**src/rtl/ex_mem_stage_pkg.sv**
```systemverilog
// Shared definitions for the EX->MEM pipeline stage.
//   - default datapath widths
//   - ALU op codes and ALU status bit positions
//   - buffer occupancy states
//   - packed pipeline entry held by the elastic buffer
package ex_mem_stage_pkg;

    localparam int EM_DATA_W     = 32;
    localparam int EM_REG_ADDR_W = 5;
    localparam int EM_STATUS_W   = 8;

    // ALU op codes as produced by the ALU control unit
    localparam logic [3:0] ALU_AND  = 4'd0;
    localparam logic [3:0] ALU_OR   = 4'd1;
    localparam logic [3:0] ALU_ADD  = 4'd2;
    localparam logic [3:0] ALU_MUL  = 4'd3;
    localparam logic [3:0] ALU_BEQ  = 4'd4;
    localparam logic [3:0] ALU_SUB  = 4'd6;
    localparam logic [3:0] ALU_SLT  = 4'd7;
    localparam logic [3:0] ALU_ADDI = 4'd8;

    // ALU status bit positions
    localparam int ST_ZERO     = 7;
    localparam int ST_HI_NZ    = 6;
    localparam int ST_CARRY    = 5;
    localparam int ST_NEG      = 4;
    localparam int ST_MISALIGN = 3;

    typedef enum logic [1:0] {
        BUF_EMPTY = 2'd0,
        BUF_ONE   = 2'd1,
        BUF_TWO   = 2'd2
    } buf_state_e;

    typedef struct packed {
        logic [EM_DATA_W-1:0]     result;
        logic [EM_DATA_W-1:0]     store_data;
        logic [EM_REG_ADDR_W-1:0] write_reg;
        logic                     reg_write;
        logic                     mem_read;
        logic                     mem_write;
        logic                     addr_err;
    } ex_mem_entry_t;

    // Word accesses must have the two low address bits clear.
    function automatic logic is_misaligned(input logic [1:0] addr_lo, input logic mem_access);
        return mem_access & (addr_lo != 2'b00);
    endfunction

endpackage

```
**src/rtl/ex_mem_skid_buf.sv**
```systemverilog
// Generic 2-entry valid/ready elastic buffer (head + skid), FIFO order.
// Ports:
//   clk, rst_n            clock, async active-low reset
//   flush                 empties the buffer next cycle; same-cycle input dropped
//   in_valid/in_ready     upstream handshake (in_ready depends on state only)
//   in_data[W]            incoming entry
//   out_valid/out_ready   downstream handshake
//   out_data[W]           head entry
module ex_mem_skid_buf
    import ex_mem_stage_pkg::*;
#(
    parameter int W = 8
) (
    input  logic         clk,
    input  logic         rst_n,
    input  logic         flush,
    input  logic         in_valid,
    output logic         in_ready,
    input  logic [W-1:0] in_data,
    output logic         out_valid,
    input  logic         out_ready,
    output logic [W-1:0] out_data
);

    buf_state_e   state_reg, state_next;
    logic [W-1:0] head_reg, head_next;
    logic [W-1:0] skid_reg, skid_next;
    logic         accept;
    logic         pop;

    // Both handshake outputs come straight from the state register, so
    // there is no combinational path from out_ready to in_ready.
    assign in_ready  = (state_reg != BUF_TWO);
    assign out_valid = (state_reg != BUF_EMPTY);
    assign out_data  = head_reg;

    assign accept = in_valid & in_ready & ~flush;
    assign pop    = out_valid & out_ready;

    always_comb begin
        state_next = state_reg;
        head_next  = head_reg;
        skid_next  = skid_reg;
        case (state_reg)
            BUF_EMPTY: begin
                if (accept) begin
                    head_next  = in_data;
                    state_next = BUF_ONE;
                end
            end
            BUF_ONE: begin
                if (accept && pop) begin
                    head_next = in_data;
                end else if (accept) begin
                    skid_next  = in_data;
                    state_next = BUF_TWO;
                end else if (pop) begin
                    state_next = BUF_EMPTY;
                end
            end
            BUF_TWO: begin
                if (pop) begin
                    head_next  = skid_reg;
                    state_next = BUF_ONE;
                end
            end
            default: state_next = BUF_EMPTY;
        endcase
        // A pop in the flush cycle still completes; everything left is discarded.
        if (flush) begin
            state_next = BUF_EMPTY;
        end
    end

    always_ff @(posedge clk or negedge rst_n) begin
        if (!rst_n) begin
            state_reg <= BUF_EMPTY;
            head_reg  <= '0;
            skid_reg  <= '0;
        end else begin
            state_reg <= state_next;
            head_reg  <= head_next;
            skid_reg  <= skid_next;
        end
    end

endmodule

```
**src/rtl/ex_mem_stage.sv**
```systemverilog
// EX->MEM pipeline stage.
// Buffers ALU results in a 2-entry elastic buffer, resolves beq branches at
// accept time, suppresses misaligned memory accesses, keeps a sticky OR of
// ALU status flags and exposes the head entry on the EX forwarding path.
// Ports:
//   clk, rst_n                       clock, async active-low reset
//   in_valid/in_ready                EX handshake
//   alu_* / pc_plus4 / branch_offset / store_data / write_reg / control bits
//   flush, status_clear              pipeline flush, sticky status clear
//   out_valid/out_ready, out_*       MEM stage head entry
//   branch_taken, branch_target      one-cycle redirect pulse and held target
//   fwd_valid, fwd_reg, fwd_data     forwarding from the head entry
//   status_sticky                    OR of accepted statuses
module ex_mem_stage
    import ex_mem_stage_pkg::*;
#(
    parameter int DATA_W     = EM_DATA_W,
    parameter int REG_ADDR_W = EM_REG_ADDR_W,
    parameter int STATUS_W   = EM_STATUS_W
) (
    input  logic                  clk,
    input  logic                  rst_n,
    input  logic                  in_valid,
    output logic                  in_ready,
    input  logic [DATA_W-1:0]     alu_result,
    input  logic [STATUS_W-1:0]   alu_status,
    input  logic [3:0]            alu_control,
    input  logic [DATA_W-1:0]     pc_plus4,
    input  logic [DATA_W-1:0]     branch_offset,
    input  logic [DATA_W-1:0]     store_data,
    input  logic [REG_ADDR_W-1:0] write_reg,
    input  logic                  reg_write,
    input  logic                  mem_read,
    input  logic                  mem_write,
    input  logic                  is_branch,
    input  logic                  flush,
    input  logic                  status_clear,
    output logic                  out_valid,
    input  logic                  out_ready,
    output logic [DATA_W-1:0]     out_alu_result,
    output logic [DATA_W-1:0]     out_store_data,
    output logic [REG_ADDR_W-1:0] out_write_reg,
    output logic                  out_reg_write,
    output logic                  out_mem_read,
    output logic                  out_mem_write,
    output logic                  out_addr_err,
    output logic                  branch_taken,
    output logic [DATA_W-1:0]     branch_target,
    output logic                  fwd_valid,
    output logic [REG_ADDR_W-1:0] fwd_reg,
    output logic [DATA_W-1:0]     fwd_data,
    output logic [STATUS_W-1:0]   status_sticky
);

    localparam int ENTRY_W = $bits(ex_mem_entry_t);

    ex_mem_entry_t       in_entry;
    ex_mem_entry_t       head_entry;
    logic [ENTRY_W-1:0]  head_bits;
    logic                accept;
    logic                addr_err;
    logic                branch_taken_reg, branch_taken_next;
    logic [DATA_W-1:0]   branch_target_reg, branch_target_next;
    logic [STATUS_W-1:0] status_reg, status_next;

    assign accept   = in_valid & in_ready & ~flush;
    assign addr_err = is_misaligned(alu_result[1:0], mem_read | mem_write);

    // A misaligned access is turned into a non-memory op flagged with addr_err.
    always_comb begin
        in_entry            = '0;
        in_entry.result     = alu_result;
        in_entry.store_data = store_data;
        in_entry.write_reg  = write_reg;
        in_entry.reg_write  = reg_write;
        in_entry.mem_read   = mem_read & ~addr_err;
        in_entry.mem_write  = mem_write & ~addr_err;
        in_entry.addr_err   = addr_err;
    end

    ex_mem_skid_buf #(
        .W(ENTRY_W)
    ) u_buf (
        .clk       (clk),
        .rst_n     (rst_n),
        .flush     (flush),
        .in_valid  (in_valid),
        .in_ready  (in_ready),
        .in_data   (in_entry),
        .out_valid (out_valid),
        .out_ready (out_ready),
        .out_data  (head_bits)
    );

    assign head_entry     = ex_mem_entry_t'(head_bits);
    assign out_alu_result = head_entry.result;
    assign out_store_data = head_entry.store_data;
    assign out_write_reg  = head_entry.write_reg;
    assign out_reg_write  = head_entry.reg_write;
    assign out_mem_read   = head_entry.mem_read;
    assign out_mem_write  = head_entry.mem_write;
    assign out_addr_err   = head_entry.addr_err;

    // Loads are not forwardable from here: their value only exists after MEM.
    assign fwd_valid = out_valid & out_reg_write & (out_write_reg != '0) & ~out_mem_read;
    assign fwd_reg   = out_write_reg;
    assign fwd_data  = out_alu_result;

    // Branches resolve when accepted, not when they leave the buffer.
    // The ALU reports beq equality as result == 1.
    always_comb begin
        branch_taken_next  = accept & is_branch & (alu_control == ALU_BEQ)
                           & (alu_result == DATA_W'(1));
        branch_target_next = branch_target_reg;
        if (branch_taken_next) begin
            branch_target_next = pc_plus4 + (branch_offset << 2);
        end
    end

    // Per-bit sticky update: clear wins over the held value, new status always ORs in.
    for (genvar gi = 0; gi < STATUS_W; gi++) begin : g_sticky
        assign status_next[gi] = (status_reg[gi] & ~status_clear) | (accept & alu_status[gi]);
    end

    always_ff @(posedge clk or negedge rst_n) begin
        if (!rst_n) begin
            branch_taken_reg  <= 1'b0;
            branch_target_reg <= '0;
            status_reg        <= '0;
        end else begin
            branch_taken_reg  <= branch_taken_next;
            branch_target_reg <= branch_target_next;
            status_reg        <= status_next;
        end
    end

    assign branch_taken  = branch_taken_reg;
    assign branch_target = branch_target_reg;
    assign status_sticky = status_reg;

endmodule

```
**config.mk**
```make
export PLATFORM = sky130hd
export DESIGN_NAME = ex_mem_stage
export DESIGN_NICKNAME = d
export VERILOG_FILES = /design/src/rtl/ex_mem_stage_pkg.sv /design/src/rtl/ex_mem_skid_buf.sv /design/src/rtl/ex_mem_stage.sv
export SDC_FILE = /design/constraint.sdc
export NUM_CORES = 1
export LEC_CHECK = 0
export ABC_AREA = 1
export BUFFER_PORTS_ARGS = -buffer_cell sky130_fd_sc_hd__buf_4
export CAP_MARGIN = 5
export CELL_PAD_IN_SITES_DETAIL_PLACEMENT = 1
export CELL_PAD_IN_SITES_GLOBAL_PLACEMENT = 1
export CORE_ASPECT_RATIO = 0.75
export CORE_UTILIZATION = 40
export DETAILED_ROUTE_END_ITERATION = 8
export PLACE_DENSITY_LB_ADDON = 0.12
export SLEW_MARGIN = 20
export SYNTH_ARGS = -nofsm -noshare
export SYNTH_HDL_FRONTEND = slang
export SYNTH_SLANG_ARGS = --single-unit
```
**constraint.sdc**
```tcl
create_clock -name clk -period 2.65 [get_ports clk]
set_input_delay 0.265 -clock clk [delete_from_list [all_inputs] [get_ports clk]]
set_output_delay 0.265 -clock clk [all_outputs]
set_load 0.02 [all_outputs]
```
==> results.json, run 1 <==
{
  "most-common-layout-cells": "485 x nand2_1, 308 x buf_4, 260 x inv_1",
  "syn_inst": 1486,
  "ys_ff_latch": 189,
  "worstPathArrival_ns": 2.53,
  "synth-async-reset-ratio_pct": 100,
  "setup_viol": 0,
  "final.min_clock_period_ns": 2.21,
  "startpoint_type": "register",
  "path_class": "reg2reg",
  "start_util_pct": 41.2,
  "slew_headroom_pct": 58.8,
  "synth_fp_nets": 1675,
  "cts_tree": "built",
  "dpl_cell_area_sq_mm": 0.0132,
  "skew_ns": 0.0114,
  "drive_above_1_share_pct": 21.2,
  "reg2reg_depth": 9,
  "synth_area_per_cell_sq_um": 7.27,
  "hold_viol_final": 0,
  "final_common_cell": "nand2_1",
  "cp_cell_sequence": "inv_1 > ha_1 > inv_2 > nand2_2 > inv_2 > nor2_1 > nand2_4 > buf_12 > o21ai_0",
  "reg2reg_slack_ns": 0.44,
  "clk_latency_ns": 0.44,
  "gr-total-overflow": 0,
  "io_buffers": 306,
  "worst_pin_slew_ns": 0.618,
  "hold_path.startpoint": "pc_plus4[1]",
  "area_growth_pct": 27.1,
  "finalCritPeriodShare_pct": 83.4,
  "viasPerCell": 4.91,
  "crit_start": "u_buf.state_reg[0]",
  "drc": 0,
  "num_io_pins": 309,
  "wirelength_mm": 33.4,
  "grt_pass1_vias": 10200,
  "design_area_sq_mm": 0.0137,
  "core_sq_mm": 0.0262,
  "status": "finished, final reports clean",
  "p_total_mw": 12.7,
  "crit_path_top_delay_cell": "dfrtp_1",
  "cpPeakStageDelay_ns": 0.42,
  "wl_per_cell_um": 16.0,
  "synth-seq-area-share_pct": 43.8,
  "vdd_drop_max_uv": 618,
  "drv_slew": 0,
  "grt_max_degree": 142,
  "die_y_um": 144,
  "cp_max_fo": 51,
  "antenna_found_initial": 0,
  "clk_pin_slew_worst_paths_ns": 0.07,
  "cp.required_ns": 2.97,
  "core.rowCount": 51,
  "hpwlAfterDp_mm": 25.2,
  "clock-sinks": 189,
  "cts_htree_levels": 4,
  "synth_flop_cell": "dfrtp_1",
  "antenna_cells": 0,
  "gp_congestion": 0.853,
  "powerDensity_mw_per_mm2": 927,
  "cts_setup_buffers": 0,
  "cap_violations": 0,
  "clock_path_buffers": 2,
  "die_x_um": 192,
  "synth.distinct_cells": 36,
  "dieArea_sq_mm": 0.0277,
  "tns_ns": 0,
  "p_leak_nw": 7.44,
  "clock.fmax_ghz": 0.452,
  "grt_pass1_wl_mm": 53.1,
  "numCtsBuffers": 17,
  "r2r_start": "u_buf.state_reg[0]",
  "holdCritPathClass": "in2reg",
  "num_vias": 10300,
  "dr.pass1.iters": 5,
  "synth_edf_count": 0,
  "drtAntennaViolNets": 0,
  "synth_area_sq_mm": 0.0108,
  "dr.first_iter.drc_count": 566,
  "crit_path_frequent_cell": "inv_2",
  "layout.nets": 1923,
  "globalRouteTotalUtil_pct": 24.7,
  "rsz0062_at_grt": "false",
  "whs_path_depth": 3,
  "endpoint_kind": "register",
  "root_buffer": "clkbuf_16",
  "yosys_warnings": 0
}
## stage by stage
stage / std cells / hold WS [ns] / utilization (%) / setup WS [ns]
after detailed placement: 2057 / 0.318 / 50.2 / 0.412
after global placement: 2057 / 0.328 / 50.2 / 0.496
after floorplan: 1486 / -0.0306 / - / 0.874
final: 2091 / 0.0306 / 52.4 / 0.439
after CTS: 2091 / 0.00741 / 52.4 / 0.404
after global routing: 2091 / 0.0218 / 52.4 / 0.221
## critical path, delay by kind of cell, from the launching register on
| family | cells | cell delay (ns) |
|---|---|---|
| adders and majority gates | 1 | 0.24 |
| DFF | 1 | 0.42 |
| buffers and inverters | 4 | 0.57 |
| AOI/OAI and AO/OA | 1 | 0.25 |
| and+or+nand+nor | 3 | 0.61 |
## area by class of cell
cell class	instances	area [sq um]
clock buffer	19	453
clock inverter	13	109
fill	3387	12500
inverter	266	1010
multi-input combinational	942	4520
sequential	189	4730
tap	344	430
timing repair buffer	318	2490
## timing repair
item	4_1_cts	5_1_grt
hold buffers	2	0
resized for setup	0	0
hold endpoints to repair	68	0
## final timing paths
kind / end
setup / recovery: u_buf.skid_reg[59]
hold / removal: branch_target[1]
setup reg to reg: u_buf.skid_reg[59]
hold reg to reg: branch_target[20]
max in group asynchronous: u_buf.out_data[30]
min in group asynchronous: u_buf.out_data[67]
## cell families (layout without fill, tap and decap cells)
| kind of cell | after synthesis | in the layout | share of synthesized area [%] |
|---|---|---|---|
| and+or+nand+nor | 618 | 618 | 23.0 |
| buffers and inverters | 355 | 616 | 14.6 |
| AOI/OAI and AO/OA | 276 | 276 | 13.6 |
| DFF | 189 | 189 | 43.8 |
| adders and majority gates | 34 | 34 | 4.01 |
| xor gates and xnor gates | 14 | 14 | 1.13 |
## cells in the mapped netlist, types with 4 or more instances
library cell	count	area (sq um)
nand3_1	42	210
nand3b_1	6	45.0
clkbuf_1	20	75.1
inv_1	260	976
a21oi_1	22	110
buf_4	45	338
xnor2_1	12	105
buf_2	17	85.1
inv_2	4	15.0
nor3_1	9	45.0
dfrtp_1	189	4730
nand4_1	13	81.3
buf_6	6	67.6
nor2_1	53	199
o21ai_2	10	87.6
o21ai_0	162	811
o21ai_1	73	365
nand2_1	485	1820
ha_1	33	413
## power by group
| part | total, mW | switching [mW] | internal, mW |
|---|---|---|---|
| Clock | 2.50 | 1.23 | 1.27 |
| Combinational | 5.54 | 3.37 | 2.17 |
| Sequential | 4.70 | 0.721 | 3.98 |
| Total | 12.7 | 5.32 | 7.42 |
## routing by layer
| layer | track usage [%] | vias up | part of all wire [%] | wire length (um) |
|---|---|---|---|---|
| li1 | - | 5040 | - | - |
| met1 | 34.2 | 4956 | 47 | 15800 |
| met2 | 40.3 | 261 | 46 | 15500 |
| met3 | 4.51 | 19 | 5.5 | 1840 |
| met4 | 5.14 | 0 | 0.99 | 332 |
| met5 | 0 | - | 0 | 0 |
Note: power is estimated with default switching activity, not from simulation.
==> run 2, diff against run 1 <==
--- a/config.mk
+++ b/config.mk
@@ -5,13 +5,13 @@
 export SDC_FILE = /design/constraint.sdc
 export NUM_CORES = 1
 export LEC_CHECK = 0
-export ABC_AREA = 1
+export ABC_AREA = 0
 export BUFFER_PORTS_ARGS = -buffer_cell sky130_fd_sc_hd__buf_4
 export CAP_MARGIN = 5
 export CELL_PAD_IN_SITES_DETAIL_PLACEMENT = 1
 export CELL_PAD_IN_SITES_GLOBAL_PLACEMENT = 1
 export CORE_ASPECT_RATIO = 0.75
-export CORE_UTILIZATION = 40
+export CORE_UTILIZATION = 35
 export DETAILED_ROUTE_END_ITERATION = 8
 export PLACE_DENSITY_LB_ADDON = 0.12
 export SLEW_MARGIN = 20
==> constraint.sdc (replaced) <==
create_clock -name clk -period 2.01 [get_ports clk]
set_input_delay 0.201 -clock clk [delete_from_list [all_inputs] [get_ports clk]]
set_output_delay 0.201 -clock clk [all_outputs]
set_load 0.02 [all_outputs]
==> results.json, run 2 <==
{
  "vdd_drop_max_uv": 698,
  "dr.first_iter.drc_count": 333,
  "viasPerCell": 5.07,
  "dr.pass1.iters": 4,
  "synth_compound_area_share_pct": 13.8,
  "io_buffers": 306,
  "hold_viol_final": 0,
  "synth_fa_ha_area_share_pct": 4.43,
  "synth.area.top_cells": "dfrtp_1 48%, mux2_2 8.4%, mux2i_1 7.2%",
  "final_common_cell": "buf_4",
  "antenna_cells": 0,
  "seq_area_sq_mm": 0.00473,
  "synth_flop_cell": "dfrtp_1",
  "area_growth_pct": 61.4,
  "skew_ns": 0.0135,
  "path_class": "in2reg",
  "clk_pin_slew_worst_paths_ns": 0.07,
  "setup_ws_ns": -0.126,
  "holdCritPathClass": "in2reg",
  "status": "finished, violations left",
  "synth_area_sq_mm": 0.00976,
  "clk_latency_ns": 0.44,
  "worstPathArrival_ns": 2.51,
  "p_leak_nw": 7.56,
  "slew_headroom_pct": 57.2,
  "cts_tree": "built",
  "netlist_top_cells_count": "189 x dfrtp_1, 131 x nand2_1, 73 x mux2_2",
  "cpLargestDelayFamily": "compound AO/OA/AOI/OAI gates",
  "syn_inst": 932,
  "cp.required_ns": 2.38,
  "multi_input_area_sq_mm": 0.00521,
  "numCtsBuffers": 17,
  "synthMuxAreaShare_pct": 15.6,
  "grt_max_degree": 55,
  "synthSimpleGateAreaFrac_pct": 9.93,
  "rsz0062_at_grt": "true",
  "fill_cells": 2952,
  "synth_area_leader_cell": "dfrtp_1",
  "synth_fp_nets": 1121,
  "grt_pass1_wl_mm": 50.0,
  "fin_util_pct": 57.9,
  "synth_area_per_cell_sq_um": 10.5,
  "die_x_um": 195,
  "crit_path_frequent_cell": "o31a_1",
  "setup_viol": 21,
  "drive_above_1_share_pct": 52.2,
  "finalCritPeriodShare_pct": 106,
  "drtAntennaViolNets": 0,
  "synth_top_area_share_pct": 48.4,
  "violations": "setup timing",
  "layout.nets": 1591,
  "startpoint_type": "input port",
  "hpwlAfterDp_mm": 23.2,
  "final.min_clock_period_ns": 2.14,
  "start_util_pct": 35.9,
  "clock_path_buffers": 2,
  "powerDensity_mw_per_mm2": 1200,
  "num_vias": 8952,
  "synth_most_common_cell": "dfrtp_1",
  "root_buffer": "clkbuf_16",
  "synth.distinct_cells": 59,
  "core_sq_mm": 0.0272,
  "synth-async-reset-ratio_pct": 100,
  "gr-total-overflow": 0,
  "synth_top_family_by_area": "multiplexers",
  "cp_max_fo": 4,
  "synth_edf_count": 0,
  "yosys_warnings": 0,
  "drc": 0,
  "clock.fmax_ghz": 0.468,
  "cp_cell_sequence": "buf_6 > ha_4 > inv_2 > fa_2 > and2b_1 > o31a_1 > o311ai_4 > o221a_4 > buf_4 > o31a_1 > or4_1 > nand3_1",
  "die_y_um": 147,
  "synth-seq-area-share_pct": 48.4,
  "synth_xor_area_share_pct": 1.61,
  "globalRouteTotalUtil_pct": 22.3,
  "gp_congestion": 0.856,
  "crit_path_top_delay_cell": "or4_1",
  "num_io_pins": 309,
  "clock-sinks": 189,
  "crit_buf_inv": 3,
  "antenna_found_initial": 0,
  "cap_violations": 0,
  "endpoint_kind": "register",
  "dieArea_sq_mm": 0.0286,
  "wirelength_mm": 34.5,
  "ys_ff_latch": 189,
  "wl_per_cell_um": 19.5,
  "drv_slew": 0,
  "most-common-layout-cells": "446 x buf_4, 189 x dfrtp_1, 74 x nand2_1",
  "grt_pass1_vias": 9130,
  "cts_htree_levels": 4,
  "core.rowCount": 52,
  "worst_pin_slew_ns": 0.643,
  "cpPeakStageDelay_ns": 0.40,
  "p_total_mw": 18.9
}
==> run 2: changes by cell type after synthesis, moves of 20 or more <==
cell,before,now
mux2_2,0,73
nor2_1,53,18
inv_1,260,24
a21o_1,1,22
mux2i_1,0,70
nand2_1,485,131
o21ai_0,162,63
nand3_1,42,12
o21ai_1,73,53
==> run 2: final timing paths <==
kind,start,end,slack [ns],depth (start not counted)
min reg2reg,branch_target[0],branch_target[0],0.47,2
min in group asynchronous,rst_n,u_buf.out_data[43],0.29,2
max reg2reg,u_buf.state_reg[1],branch_target[18],-0.09,8
min,status_clear,status_sticky[4],0.02,2
max,branch_offset[0],branch_target[28],-0.13,12
max in group asynchronous,rst_n,branch_target[16],0.97,3
==> run 2: layout make-up <==
type,instances,share of cell area (%)
Sequential cell,189,30.0
Inverter,24,0.619
Clock inverter,13,1.07
Clock buffer,19,2.87
Tap cell,351,2.79
Timing Repair Buffer,540,29.6
Multi-Input combinational cell,630,33.1
==> run 2: power breakdown <==
group	switching, mW	internal [mW]
Sequential	1.21	5.24
Combinational	4.41	4.40
Clock	1.66	1.96
Total	7.28	11.6
==> run 2: timing repair <==
action                     in CTS  in global routing
resized for setup              24                209
hold buffers                   53                  1
setup endpoints to repair      88                139
setup buffers                   8                 13
hold endpoints to repair       86                  1
pin swaps                      16                 63
cloned                          0                 16
==> run 2: through the flow <==
stage / instances / setup TNS (ns) / hold slack (ns) / instance area, sq um / worst slack (ns)
2_1_floorplan: 932 / -1.97 / -0.0946 / 9900 / -0.333
3_3_place_gp: 1648 / -11.19 / 0.175 / 13300 / -0.604
3_5_place_dp: 1648 / -12.46 / 0.180 / 13300 / -0.644
4_1_cts: 1741 / -0.571 / 0.00365 / 14600 / -0.175
5_1_grt: 1766 / -5.30 / 0.00953 / 15800 / -0.226
6_report: 1766 / -0.662 / 0.0211 / 15800 / -0.126
==> run 2: cell families after synthesis <==
logic type | Yosys count
AND/OR/NAND/NOR | 214
buffers and inverters | 113
AO/OA/AOI/OAI | 221
XOR/XNOR | 18
multiplexers | 143
adder cells (fa/ha/maj) | 34
flip-flops | 189
==> run 2: layer usage <==
metal | vias up | GRT usage, % | part of all wire [%]
li1 | 4226 | - | -
met1 | 4459 | 30.5 | 46
met2 | 232 | 36.1 | 48
met3 | 35 | 4.62 | 4.3
met4 | 0 | 5.59 | 1.7
met5 | - | 0 | 0
==> run 2: worst register-to-register path: stages, from the launching register on <==
cell and delay [ns]:
dfrtp_1 0.43, ha_4 0.18, nand2b_4 0.14, nor2_4 0.15, nand3_2 0.12, or3_4 0.44
buf_6 0.17, and2_1 0.15, a211o_1 0.22
